File: config.mk
export PLATFORM = sky130hd
export DESIGN_NAME = ifetch_queue
export DESIGN_NICKNAME = d
export VERILOG_FILES = /design/src/rtl/ifetch_queue.sv
export SDC_FILE = /design/constraint.sdc
export NUM_CORES = 1
export LEC_CHECK = 0
export ABC_AREA = 1
export CAP_MARGIN = 20
export CELL_PAD_IN_SITES_DETAIL_PLACEMENT = 1
export CELL_PAD_IN_SITES_GLOBAL_PLACEMENT = 2
export CORE_MARGIN = 1
export CORE_UTILIZATION = 33
export DETAILED_ROUTE_END_ITERATION = 10
export PLACE_DENSITY = 0.81
export SYNTH_ARGS = -nofsm -noshare
export SYNTH_HDL_FRONTEND = slang
export SYNTH_SLANG_ARGS = --single-unit
File: constraint.sdc
create_clock -name CLK -period 10.56 [get_ports CLK]
set_input_delay 3.168 -clock CLK [delete_from_list [all_inputs] [get_ports CLK]]
set_output_delay 3.168 -clock CLK [all_outputs]
set_load 0.05 [all_outputs]
File: src/rtl/ifetch_queue.sv
// ifetch_queue: instruction fetch stage with request/grant/response memory
// handshake, 2-entry output queue with EXTOP pre-decode, and redirect flush.
module ifetch_queue #(
  parameter logic [31:0] RESET_PC = 32'h0000_0000
) (
  input  logic        CLK,
  input  logic        RST_N,
  output logic        IMEM_REQ,
  output logic [31:0] IMEM_ADDR,
  input  logic        IMEM_GNT,
  input  logic        IMEM_RVALID,
  input  logic [31:0] IMEM_RDATA,
  input  logic        REDIRECT,
  input  logic [31:0] REDIRECT_PC,
  output logic        OUT_VALID,
  input  logic        OUT_READY,
  output logic [31:0] INSTR,
  output logic [31:0] PC_OUT,
  output logic [2:0]  EXTOP
);

  typedef struct packed {
    logic [31:0] instr;
    logic [31:0] pc;
    logic [2:0]  extop;
  } entry_t;

  logic [31:0] fpc_r;
  logic [1:0]  osd_r;
  logic [1:0]  drop_r;
  logic [1:0]  cnt_r;
  logic [31:0] aq_r [2];
  logic        aq_wp_r;
  logic        aq_rp_r;
  entry_t      q_r [2];

  logic        req_s;
  logic        grant_s;
  logic        rsp_s;
  logic        drop_hit_s;
  logic        push_s;
  logic        pop_s;
  logic [1:0]  osd_nxt_s;
  logic [1:0]  drop_nxt_s;
  logic [1:0]  cnt_nxt_s;
  entry_t      new_s;

  function automatic logic [2:0] decode_extop(input logic [6:0] opc);
    logic [2:0] ext;
    case (opc)
      7'b0010011, 7'b0000011, 7'b1100111: ext = 3'b000;
      7'b0110111, 7'b0010111:             ext = 3'b001;
      7'b0100011:                         ext = 3'b010;
      7'b1100011:                         ext = 3'b011;
      7'b1101111:                         ext = 3'b100;
      default:                            ext = 3'b000;
    endcase
    return ext;
  endfunction

  // Handshake qualification and next values of the occupancy counters
  always_comb begin
    req_s      = 1'b0;
    osd_nxt_s  = osd_r;
    drop_nxt_s = drop_r;
    cnt_nxt_s  = cnt_r;
    if (RST_N && !REDIRECT && (({1'b0, cnt_r} + {1'b0, osd_r}) < 3'd2)) begin
      req_s = 1'b1;
    end else begin
      req_s = 1'b0;
    end
    grant_s      = req_s & IMEM_GNT;
    // A response with nothing outstanding is a leftover from before reset
    rsp_s        = IMEM_RVALID & (osd_r != 2'd0);
    drop_hit_s   = rsp_s & (drop_r != 2'd0);
    push_s       = rsp_s & ~drop_hit_s & ~REDIRECT;
    pop_s        = (cnt_r != 2'd0) & OUT_READY & ~REDIRECT;
    new_s.instr  = IMEM_RDATA;
    new_s.pc     = aq_r[aq_rp_r];
    new_s.extop  = decode_extop(IMEM_RDATA[6:0]);
    case ({grant_s, rsp_s})
      2'b10:   osd_nxt_s = osd_r + 2'd1;
      2'b01:   osd_nxt_s = osd_r - 2'd1;
      default: osd_nxt_s = osd_r;
    endcase
    // Everything still outstanding after a redirect belongs to the old stream
    if (REDIRECT) begin
      drop_nxt_s = osd_nxt_s;
    end else if (drop_hit_s) begin
      drop_nxt_s = drop_r - 2'd1;
    end else begin
      drop_nxt_s = drop_r;
    end
    if (REDIRECT) begin
      cnt_nxt_s = 2'd0;
    end else begin
      cnt_nxt_s = cnt_r + {1'b0, push_s} - {1'b0, pop_s};
    end
  end

  // Fetch PC, counters and issue-address FIFO
  always_ff @(posedge CLK) begin
    if (!RST_N) begin
      fpc_r   <= RESET_PC & 32'hFFFF_FFFC;
      osd_r   <= 2'd0;
      drop_r  <= 2'd0;
      cnt_r   <= 2'd0;
      aq_r[0] <= 32'd0;
      aq_r[1] <= 32'd0;
      aq_wp_r <= 1'b0;
      aq_rp_r <= 1'b0;
    end else begin
      if (REDIRECT) begin
        fpc_r <= REDIRECT_PC & 32'hFFFF_FFFC;
      end else if (grant_s) begin
        fpc_r <= fpc_r + 32'd4;
      end
      if (grant_s) begin
        aq_r[aq_wp_r] <= fpc_r;
        aq_wp_r       <= ~aq_wp_r;
      end
      if (rsp_s) begin
        aq_rp_r <= ~aq_rp_r;
      end
      osd_r  <= osd_nxt_s;
      drop_r <= drop_nxt_s;
      cnt_r  <= cnt_nxt_s;
    end
  end

  // Output queue storage; entry 0 is always the presented head
  always_ff @(posedge CLK) begin
    if (!RST_N) begin
      q_r[0] <= '0;
      q_r[1] <= '0;
    end else if (push_s && pop_s) begin
      if (cnt_r == 2'd2) begin
        q_r[0] <= q_r[1];
        q_r[1] <= new_s;
      end else begin
        q_r[0] <= new_s;
      end
    end else if (pop_s) begin
      q_r[0] <= q_r[1];
    end else if (push_s) begin
      if (cnt_r == 2'd0) begin
        q_r[0] <= new_s;
      end else begin
        q_r[1] <= new_s;
      end
    end
  end

  assign IMEM_REQ  = req_s;
  assign IMEM_ADDR = fpc_r;
  assign OUT_VALID = (cnt_r != 2'd0);
  assign INSTR     = q_r[0].instr;
  assign PC_OUT    = q_r[0].pc;
  assign EXTOP     = q_r[0].extop;

endmodule
==> results of run 1 <==
==> worst register-to-register path, cell delays in order, from the launching register on <==
cell     delay, ps
dfxtp_1        300
inv_1           70
ha_1           140
inv_1           80
nor3_4         270
inv_1           70
ha_1           210
nand2_1         80
inv_2          290
a31oi_1        420
nand2_1        160
o21ai_4        850
buf_4          600
==> cell usage after synthesis (2+ instances only) <==
| master | count |
|---|---|
| nand2_1 | 430 |
| edfxtp_1 | 190 |
| nor2_1 | 183 |
| o21ai_0 | 172 |
| inv_1 | 140 |
| buf_4 | 78 |
| nand3_1 | 60 |
| dfxtp_1 | 39 |
| a21oi_1 | 34 |
| clkbuf_1 | 29 |
| buf_2 | 25 |
| o21ai_1 | 17 |
| xor2_1 | 9 |
| buf_6 | 8 |
| nor3_1 | 7 |
| ha_1 | 6 |
| nand4_1 | 6 |
| a31oi_1 | 5 |
| buf_1 | 3 |
| clkinv_1 | 2 |
| nand3_2 | 2 |
| nand3b_1 | 2 |
| nor2_2 | 2 |
| or2_2 | 2 |
| xnor2_1 | 2 |
==> placed cells by master (no fill, tap or decap), types with 2 or more instances in the layout <==
master / count
o21ai_0: 171
a21oi_1: 34
clkdlybuf4s50_1: 164
nand3b_1: 2
clkbuf_8: 4
nor2_1: 183
nand2_1: 430
conb_1: 4
bufinv_16: 2
nand3_1: 60
xnor2_1: 2
nor3_1: 7
xor2_1: 9
ha_1: 6
clkbuf_16: 29
inv_1: 140
clkinv_2: 5
clkinv_1: 8
or2_2: 2
edfxtp_1: 190
a31oi_1: 5
nor2_2: 2
nand4_1: 6
o21ai_1: 17
buf_4: 15
dfxtp_1: 39
clkbuf_1: 4
==> registers in the layout, indices dropped and copies added (netlist names), named ones only <==
register / flops
q_r: 130
aq_r: 60
IMEM_ADDR: 30
cnt_r: 2
drop_r: 2
osd_r: 2
aq_rp_r: 1
aq_wp_r: 1
==> layout make-up <==
class,count,area (um2)
multi-input cells,955,4230
inverters,143,537
clock inverters,15,124
fillers,4235,21400
repair buffers,179,1750
clock buffers,37,796
well taps,461,577
flip-flops and latches,229,6490
==> power groups by stage <==
stage,logic (mW),registers (mW),clock network (mW)
2_1_floorplan,0.251,1.11,0
3_3_place_gp,0.373,1.09,0
3_5_place_dp,0.382,1.09,0
5_1_grt,0.415,1.08,1.01
4_1_cts,0.384,1.07,0.978
6_report,0.379,1.07,0.954
==> routing by layer <==
metal / vias to the layer above / global-route usage / share of wire
li1: 4816 / - / -
met1: 4698 / 0.233 / 0.47
met2: 182 / 0.300 / 0.47
met3: 43 / 0.0217 / 0.037
met4: 0 / 0.0447 / 0.019
met5: - / 0 / 0
==> stage by stage <==
step	cells	hold slack, ps
after global routing	2019	498
final	2019	463
after CTS	2019	467
after detailed placement	1967	454
after global placement	1967	435
after floorplan	1471	425
==> cells by family after synthesis <==
kind of cell,count (synthesis)
other,1
DFF,229
AOI/OAI and AO/OA,232
and+or+nand+nor,701
xor gates and xnor gates,11
adders and majority gates,7
buffers and inverters,287
==> path summary, 6_finish.rpt <==
path / start / endpoint / slack, ps / cells past startpoint
setup / recovery: RST_N / IMEM_REQ / 2020 / 8
hold / removal: aq_rp_r$_SDFFE_PN0N_ / flip-flop / 460 / 1
setup reg to reg: drop_r[1]$_SDFFE_PN0P_ / q_r[0][125]$_DFFE_PP_ / 6630 / 12
hold reg to reg: aq_rp_r$_SDFFE_PN0N_ / flip-flop / 460 / 1
==> impl_metrics.env, run 1 <==
export IMPL_status="finished, final reports clean"
export IMPL_crit_fanout=29
export IMPL_num_rows=69
export IMPL_synth_xor_area_frac=0.00794
export IMPL_crit_slowest_cell="clkdlybuf4s50_1"
export IMPL_cts_root_buf="clkbuf_16"
export IMPL_finalCriticalPeriod_ps=8540
export IMPL_core_area_mm2=0.0359
export IMPL_port_buffers=164
export IMPL_yosysSeqAreaShare=0.535
export IMPL_ys_ff_latch=229
export IMPL_drtIter0Drc=483
export IMPL_drive_gt1_frac=0.0462
export IMPL_dp_hpwl_um=21700
export IMPL_drc=0
export IMPL_num_vias=9739
export IMPL_initial_core_util=0.338
export IMPL_synth_fa_ha_area_frac=0.00784
export IMPL_synth_top_family_by_area="simple AND/OR/NAND/NOR gates"
export IMPL_hold_class="reg -> reg"
export IMPL_crit_path_end_kind="output port"
export IMPL_p_sw_mw=0.672
export IMPL_seq_power_share=0.446
export IMPL_cts_hold_fix_buffers=0
export IMPL_nets=1613
export IMPL_cts_made_buffers=28
export IMPL_synth_compound_area_frac=0.0971
export IMPL_arrival_ps=5370
export IMPL_synth_cells=1468
export IMPL_antenna_found_initial=0
export IMPL_place_area_mm2=0.0136
export IMPL_crit_family="buffers and inverters"
export IMPL_synth_area_leaders="edfxtp_1, nand2_1, o21ai_0"
export IMPL_diodes=0
export IMPL_ys_types=40
export IMPL_swShare=0.280
export IMPL_grt_util_all_layers=0.175
export IMPL_power_density_mw_per_mm2=166
export IMPL_post_cts_resized=0
export IMPL_drt_first_pass_iters=4
export IMPL_die_area_mm2=0.0375
export IMPL_rsz0062_at_grt="no"
export IMPL_yosys_warnings=0
export IMPL_synthToLayoutAreaGrowth_pct=19.5
export IMPL_ir_worst_vdd_mv=0.114
export IMPL_p_leak_nw=5.49
export IMPL_tightest_slew_ps=1060
export IMPL_max_slew_margin_rel=0.289
export IMPL_cp_required_ps=7390
export IMPL_ios=171
export IMPL_drv_cap=0
export IMPL_die_w_um=194
export IMPL_synth_avg_cell_area_um2=8.27
export IMPL_cts_tree="done"
export IMPL_path_class="in -> out"
export IMPL_synthArstFlopShare=0
export IMPL_grt_overflow_total=0
export IMPL_cts_sinks=229
export IMPL_post_route_util=0.404
export IMPL_synth_edff_count=190
export IMPL_ys_flop_type="edfxtp_1"
export IMPL_h_tree_depth=1
export IMPL_fmax_ghz=0.117
export IMPL_hold_violations=0
export IMPL_intPower_mw=1.73
export IMPL_power_mw=2.40
export IMPL_fin_area_mm2=0.0145
export IMPL_routed_wl_um=33100
export IMPL_grt_max_degree=94
export IMPL_finalSetupViolations=0
export IMPL_path_cells="clkdlybuf4s50_1 -> buf_4 -> inv_1 -> buf_4 -> nor2_2 -> inv_1 -> nor3_1 -> clkdlybuf4s50_1"
export IMPL_syn_area_mm2=0.0121
export IMPL_setup_slack_ps=2020
export IMPL_synthSimpleGateAreaFrac=0.232
export IMPL_synthMuxAreaShare=0
export IMPL_viasPerCell=4.82
export IMPL_cp_start_kind="input pin"
export IMPL_die_y_um=194
export IMPL_postCtsSetupBuffers=0
export IMPL_final_max_slew_viol_count=0
export IMPL_timing_final_crit_share=0.809
export IMPL_netlist_area_leader_share=0.470
export IMPL_ant_nets=0
export IMPL_tns_ps=0
export IMPL_clkPwrFrac=0.397
export IMPL_yosys_area_top_type="edfxtp_1"
export IMPL_wl_per_cell_um=16.4
export IMPL_grt_pass1_vias=9982
export IMPL_gp_congestion=0.809
export IMPL_skew_ps=8.04
export IMPL_grt_pass1_wl_um=52900
export IMPL_clk_pin_slew_ps=60
export IMPL_clock_path_buffers=3
export IMPL_max_stage_delay_ps=830
export IMPL_path_buf_inv=6
export IMPL_clk_latency_ps=540
export IMPL_pre_cts_ws_ps=1970
export IMPL_power_frac_comb=0.158
Power figures use the tool's default switching activity.
==> run 2: changes to the inputs <==
==> constraint.sdc (replaced) <==
create_clock -name CLK -period 8.1 [get_ports CLK]
set_input_delay 2.43 -clock CLK [delete_from_list [all_inputs] [get_ports CLK]]
set_output_delay 2.43 -clock CLK [all_outputs]
set_load 0.05 [all_outputs]
==> impl_metrics.env, run 2 (same netlist as run 1, synthesis figures left out) <==
export IMPL_final_max_slew_viol_count=0
export IMPL_num_vias=9817
export IMPL_num_rows=69
export IMPL_die_w_um=194
export IMPL_cp_start_kind="input pin"
export IMPL_grt_pass1_wl_um=54200
export IMPL_clkPwrFrac=0.402
export IMPL_wl_per_cell_um=16.7
export IMPL_critPathCapture="IMEM_REQ"
export IMPL_largest_reg_flops=130
export IMPL_p_sw_mw=0.877
export IMPL_path_class="in -> out"
export IMPL_viasPerCell=4.86
export IMPL_grt_pass1_vias=10095
export IMPL_ios=171
export IMPL_fmax_ghz=0.146
export IMPL_cts_sinks=229
export IMPL_grt_max_degree=97
export IMPL_cts_hold_fix_buffers=0
export IMPL_drtIter0Drc=405
export IMPL_finalCriticalPeriod_ps=6860
export IMPL_drc=0
export IMPL_drt_first_pass_iters=4
export IMPL_drv_cap=0
export IMPL_rr_endpoint="q_r[0][83]$_DFFE_PP_"
export IMPL_hold_class="reg -> reg"
export IMPL_finalSetupViolations=0
export IMPL_initial_core_util=0.338
export IMPL_postCtsSetupBuffers=0
export IMPL_whs_ps=456
export IMPL_swShare=0.277
export IMPL_h_tree_depth=1
export IMPL_mostFrequentLayoutCells="nand2_1, edfxtp_1, nor2_1, o21ai_0, clkdlybuf4s50_1"
export IMPL_synthToLayoutAreaGrowth_pct=19.9
export IMPL_max_slew_margin_rel=0.319
export IMPL_layout_commonest_cell="nand2_1"
export IMPL_power_frac_comb=0.158
export IMPL_ir_worst_vdd_mv=0.149
export IMPL_gp_congestion=0.812
export IMPL_instances_no_fill=2020
export IMPL_ant_nets=0
export IMPL_status="finished, final reports clean"
export IMPL_hold_depth=1
export IMPL_num_fill_cells=4240
export IMPL_skew_ps=16.7
export IMPL_port_buffers=164
export IMPL_clock_path_buffers=3
export IMPL_tns_ps=0
export IMPL_tightest_slew_ps=1020
export IMPL_p_leak_nw=5.51
export IMPL_die_y_um=194
export IMPL_core_area_mm2=0.0359
export IMPL_hold_violations=0
export IMPL_diodes=0
export IMPL_post_place_cells=1971
export IMPL_clk_latency_ps=530
export IMPL_crit_fanout=14
export IMPL_crit_path_end_kind="output port"
export IMPL_arrival_ps=4430
export IMPL_cts_made_buffers=27
export IMPL_seq_power_share=0.440
export IMPL_cts_tree="done"
export IMPL_cp_required_ps=5670
export IMPL_timing_final_crit_share=0.847
export IMPL_r2r_cells=13
export IMPL_rsz0062_at_grt="no"
export IMPL_r2r_start="drop_r[0]$_SDFFE_PN0P_"
export IMPL_intPower_mw=2.29
export IMPL_drive_gt1_frac=0.0494
export IMPL_antenna_found_initial=0
export IMPL_die_area_mm2=0.0375
export IMPL_cts_root_buf="clkbuf_16"
export IMPL_reg2reg_slack_ps=4260
export IMPL_nets=1616
export IMPL_grt_overflow_total=0
export IMPL_post_cts_resized=0
export IMPL_routed_wl_um=33800
export IMPL_clk_pin_slew_ps=50
export IMPL_grt_util_all_layers=0.179
export IMPL_regMostFlops="q_r"
export IMPL_power_density_mw_per_mm2=218
export IMPL_critPathLaunch="RST_N"
export IMPL_dp_hpwl_um=22500
-- run 2: changes by cell type in the layout (fill, tap and decap cells not counted), moves of 2 or more --
cell | before | now
buf_4 | 15 | 18
bufinv_16 | 2 | 4
clkbuf_1 | 4 | 6
clkbuf_16 | 29 | 27
clkinv_1 | 8 | 2
-- run 2: worst max-delay path, stage by stage --
cell             delay (ps)
clkdlybuf4s50_1         470
buf_4                   210
inv_1                    90
nor2_2                  160
inv_1                   100
nor3_1                  130
clkdlybuf4s50_1         840
-- run 2: final cells by class --
cell class | count | area (um2) | area share
inverter | 143 | 537 | 0.0369
clock buffer | 38 | 767 | 0.0527
clock inverter | 11 | 164 | 0.0113
multi-input combinational | 955 | 4230 | 0.290
tap | 461 | 577 | 0.0396
timing repair buffer | 183 | 1800 | 0.123
sequential | 229 | 6490 | 0.446
-- run 2: how the worst min path moves through the flow --
stage               slack, ps            startpoint                   end
floorplan                 430  aq_rp_r$_SDFFE_PN0N_             flip-flop
finish                    460  aq_rp_r$_SDFFE_PN0N_             flip-flop
global route              480  aq_rp_r$_SDFFE_PN0N_             flip-flop
global placement          440  aq_rp_r$_SDFFE_PN0N_  aq_rp_r$_SDFFE_PN0N_
detailed placement        460  aq_rp_r$_SDFFE_PN0N_             flip-flop
CTS                       470  aq_rp_r$_SDFFE_PN0N_             flip-flop
-- run 2: power groups by stage --
stage               combinational [mW]  clock [mW]  sequential (mW)
CTS                              0.506        1.31             1.40
detailed placement               0.504           0             1.42
global route                     0.547        1.35             1.40
finish                           0.500        1.28             1.40
floorplan                        0.328           0             1.44
global placement                 0.491           0             1.42
-- run 2: stage by stage --
step | worst slack, ps | power, mW | utilization | cell area (um2)
after detailed placement | 1200 | 1.92 | 0.379 | 13600
after global routing | 1110 | 3.30 | 0.405 | 14600
after floorplan | 562 | 1.77 | - | 12100
after CTS | 1200 | 3.21 | 0.405 | 14600
final | 1240 | 3.17 | 0.405 | 14600
after global placement | 1180 | 1.91 | 0.379 | 13600
-- run 2: per-layer routing --
| metal | up-vias | global-route usage | wire, um | part of all wire |
|---|---|---|---|---|
| li1 | 4813 | - | - | - |
| met1 | 4774 | 0.246 | 16100 | 0.48 |
| met2 | 190 | 0.300 | 15900 | 0.47 |
| met3 | 40 | 0.0202 | 1140 | 0.034 |
| met4 | 0 | 0.0453 | 624 | 0.018 |
| met5 | - | 0 | 0 | 0 |
==> run 3: changes to the inputs <==
--- a/config.mk
+++ b/config.mk
@@ -10,9 +10,9 @@
 export CELL_PAD_IN_SITES_DETAIL_PLACEMENT = 1
 export CELL_PAD_IN_SITES_GLOBAL_PLACEMENT = 2
 export CORE_MARGIN = 1
-export CORE_UTILIZATION = 33
+export CORE_UTILIZATION = 30
 export DETAILED_ROUTE_END_ITERATION = 10
-export PLACE_DENSITY = 0.81
+export PLACE_DENSITY = 0.77
 export SYNTH_ARGS = -nofsm -noshare
 export SYNTH_HDL_FRONTEND = slang
 export SYNTH_SLANG_ARGS = --single-unit
==> constraint.sdc (replaced) <==
create_clock -name CLK -period 5.5 [get_ports CLK]
set_input_delay 1.65 -clock CLK [delete_from_list [all_inputs] [get_ports CLK]]
set_output_delay 1.65 -clock CLK [all_outputs]
set_load 0.05 [all_outputs]
==> impl_metrics.env, run 3 (same netlist as run 1, synthesis figures left out) <==
export IMPL_status="finished, final reports clean"
export IMPL_clk_latency_ps=550
export IMPL_die_area_mm2=0.0413
export IMPL_drv_cap=0
export IMPL_p_leak_nw=5.51
export IMPL_diodes=0
export IMPL_m1WireLength_um=16500
export IMPL_clk_pin_slew_ps=60
export IMPL_cp_start_kind="input pin"
export IMPL_port_buffers=164
export IMPL_num_rows=73
export IMPL_h_tree_depth=1
export IMPL_hold_depth=1
export IMPL_cts_hold_fix_buffers=0
export IMPL_mostFrequentLayoutCells="nand2_1, edfxtp_1, nor2_1, o21ai_0, clkdlybuf4s50_1"
export IMPL_dr_wl_met2_um=15700
export IMPL_skew_ps=17.2
export IMPL_arrival_ps=4970
export IMPL_cts_made_buffers=28
export IMPL_grt_overflow_total=0
export IMPL_dr_wl_met3_um=1110
export IMPL_rsz0062_at_grt="no"
export IMPL_pre_cts_ws_ps=201
export IMPL_core_area_mm2=0.0398
export IMPL_cp_required_ps=5790
export IMPL_power_frac_comb=0.162
export IMPL_clock_path_buffers=3
export IMPL_drive_gt1_frac=0.0474
export IMPL_highest_layer="met4"
export IMPL_grt_max_degree=106
export IMPL_swShare=0.284
export IMPL_ir_worst_vdd_mv=0.201
export IMPL_final_max_slew_viol_count=0
export IMPL_max_slew_margin_rel=0.317
export IMPL_routed_wl_um=33900
export IMPL_drc=0
export IMPL_setup_slack_ps=815
export IMPL_fmax_ghz=0.213
export IMPL_num_vias=9618
export IMPL_initial_core_util=0.305
export IMPL_p_sw_mw=1.29
export IMPL_die_y_um=203
export IMPL_seq_power_share=0.451
export IMPL_largest_reg_flops=130
export IMPL_hold_violations=0
export IMPL_finalCriticalPeriod_ps=4680
export IMPL_power_density_mw_per_mm2=311
export IMPL_power_mw=4.56
export IMPL_cts_tree="done"
export IMPL_hold_class="reg -> reg"
export IMPL_dp_hpwl_um=22800
export IMPL_crit_fanout=96
export IMPL_ios=171
export IMPL_post_cts_resized=0
export IMPL_regMostFlops="q_r"
export IMPL_cts_root_buf="clkbuf_16"
export IMPL_clkPwrFrac=0.386
export IMPL_r2r_cells=14
export IMPL_timing_final_crit_share=0.852
export IMPL_nets=1617
export IMPL_drt_first_pass_iters=5
export IMPL_crit_path_end_kind="flip-flop"
export IMPL_postCtsSetupBuffers=0
export IMPL_grt_pass1_vias=9793
export IMPL_layout_commonest_cell="nand2_1"
export IMPL_crit_slowest_cell="buf_4"
export IMPL_grt_pass1_wl_um=53700
export IMPL_path_cells="clkdlybuf4s50_1 -> nor3_1 -> ha_1 -> nand2_1 -> inv_2 -> buf_4 -> nand2_2 -> nand2_1 -> nand2_1 -> nand2_1 -> o21ai_0"
export IMPL_crit_top_cell="nand2_1"
export IMPL_grt_util_all_layers=0.165
export IMPL_finalSetupViolations=0
export IMPL_viasPerCell=4.61
export IMPL_tightest_slew_ps=1020
export IMPL_max_stage_delay_ps=760
export IMPL_cts_sinks=229
export IMPL_die_w_um=203
export IMPL_ant_nets=0
export IMPL_path_class="in -> reg"
export IMPL_drtIter0Drc=417
export IMPL_gp_congestion=0.847
export IMPL_post_place_cells=2035
export IMPL_tns_ps=0
export IMPL_antenna_found_initial=0
export IMPL_wl_per_cell_um=16.3
export IMPL_intPower_mw=3.26
export IMPL_synthToLayoutAreaGrowth_pct=20.6
export IMPL_instances_no_fill=2087
## run 3: changes by cell type in the layout (fill, tap and decap cells not counted), sizes merged
cell           previous run  this run
clkdlybuf4s50           164       163
clkbuf                   38        40
clkinvlp                  2         0
buf                      19        20
clkinv                    7        13
bufinv                    4         1
## run 3: metrics by stage
stage / utilization / instance area [um2] / hold slack, ps
floorplan: - / 12200 / 425
global placement: 0.346 / 13800 / 435
detailed placement: 0.346 / 13800 / 461
CTS: 0.367 / 14600 / 473
global route: 0.367 / 14600 / 491
finish: 0.367 / 14600 / 471
## run 3: worst paths after layout
path         slack (ps)                    from                    to
min                 470    aq_rp_r$_SDFFE_PN0N_             flip-flop
max                 820                REDIRECT  q_r[0][39]$_DFFE_PP_
max reg2reg        2030  drop_r[0]$_SDFFE_PN0P_  q_r[0][39]$_DFFE_PP_
min reg2reg         470    aq_rp_r$_SDFFE_PN0N_             flip-flop
## run 3: area by class of cell
type                            instances  area (um2)
Multi-Input combinational cell        955        4230
Timing Repair Buffer                  183        1860
Fill cell                            4782       25200
Tap cell                              525         657
Inverter                              143         537
Clock buffer                           40         787
Sequential cell                       229        6490
Clock inverter                         12        83.8
## run 3: layer usage
layer,vias to the layer above,track usage
met1,4589,0.226
met4,0,0.0405
met3,39,0.0217
li1,4822,-
met5,-,0
met2,168,0.274
## run 3: power by group through the flow
| stage | sequential [mW] | clock [mW] | combinational [mW] |
|---|---|---|---|
| finish | 2.06 | 1.76 | 0.740 |
| global route | 2.07 | 1.88 | 0.813 |
| CTS | 2.06 | 1.81 | 0.751 |
| detailed placement | 2.09 | 0 | 0.747 |
| global placement | 2.09 | 0 | 0.730 |
| floorplan | 2.12 | 0 | 0.484 |
## run 3: critical path: cells and delay by family
kind,cells,cell delay (ps)
simple gates,6,1530
buf+inv,3,1390
fa+ha+maj,1,240
compound gates,1,90
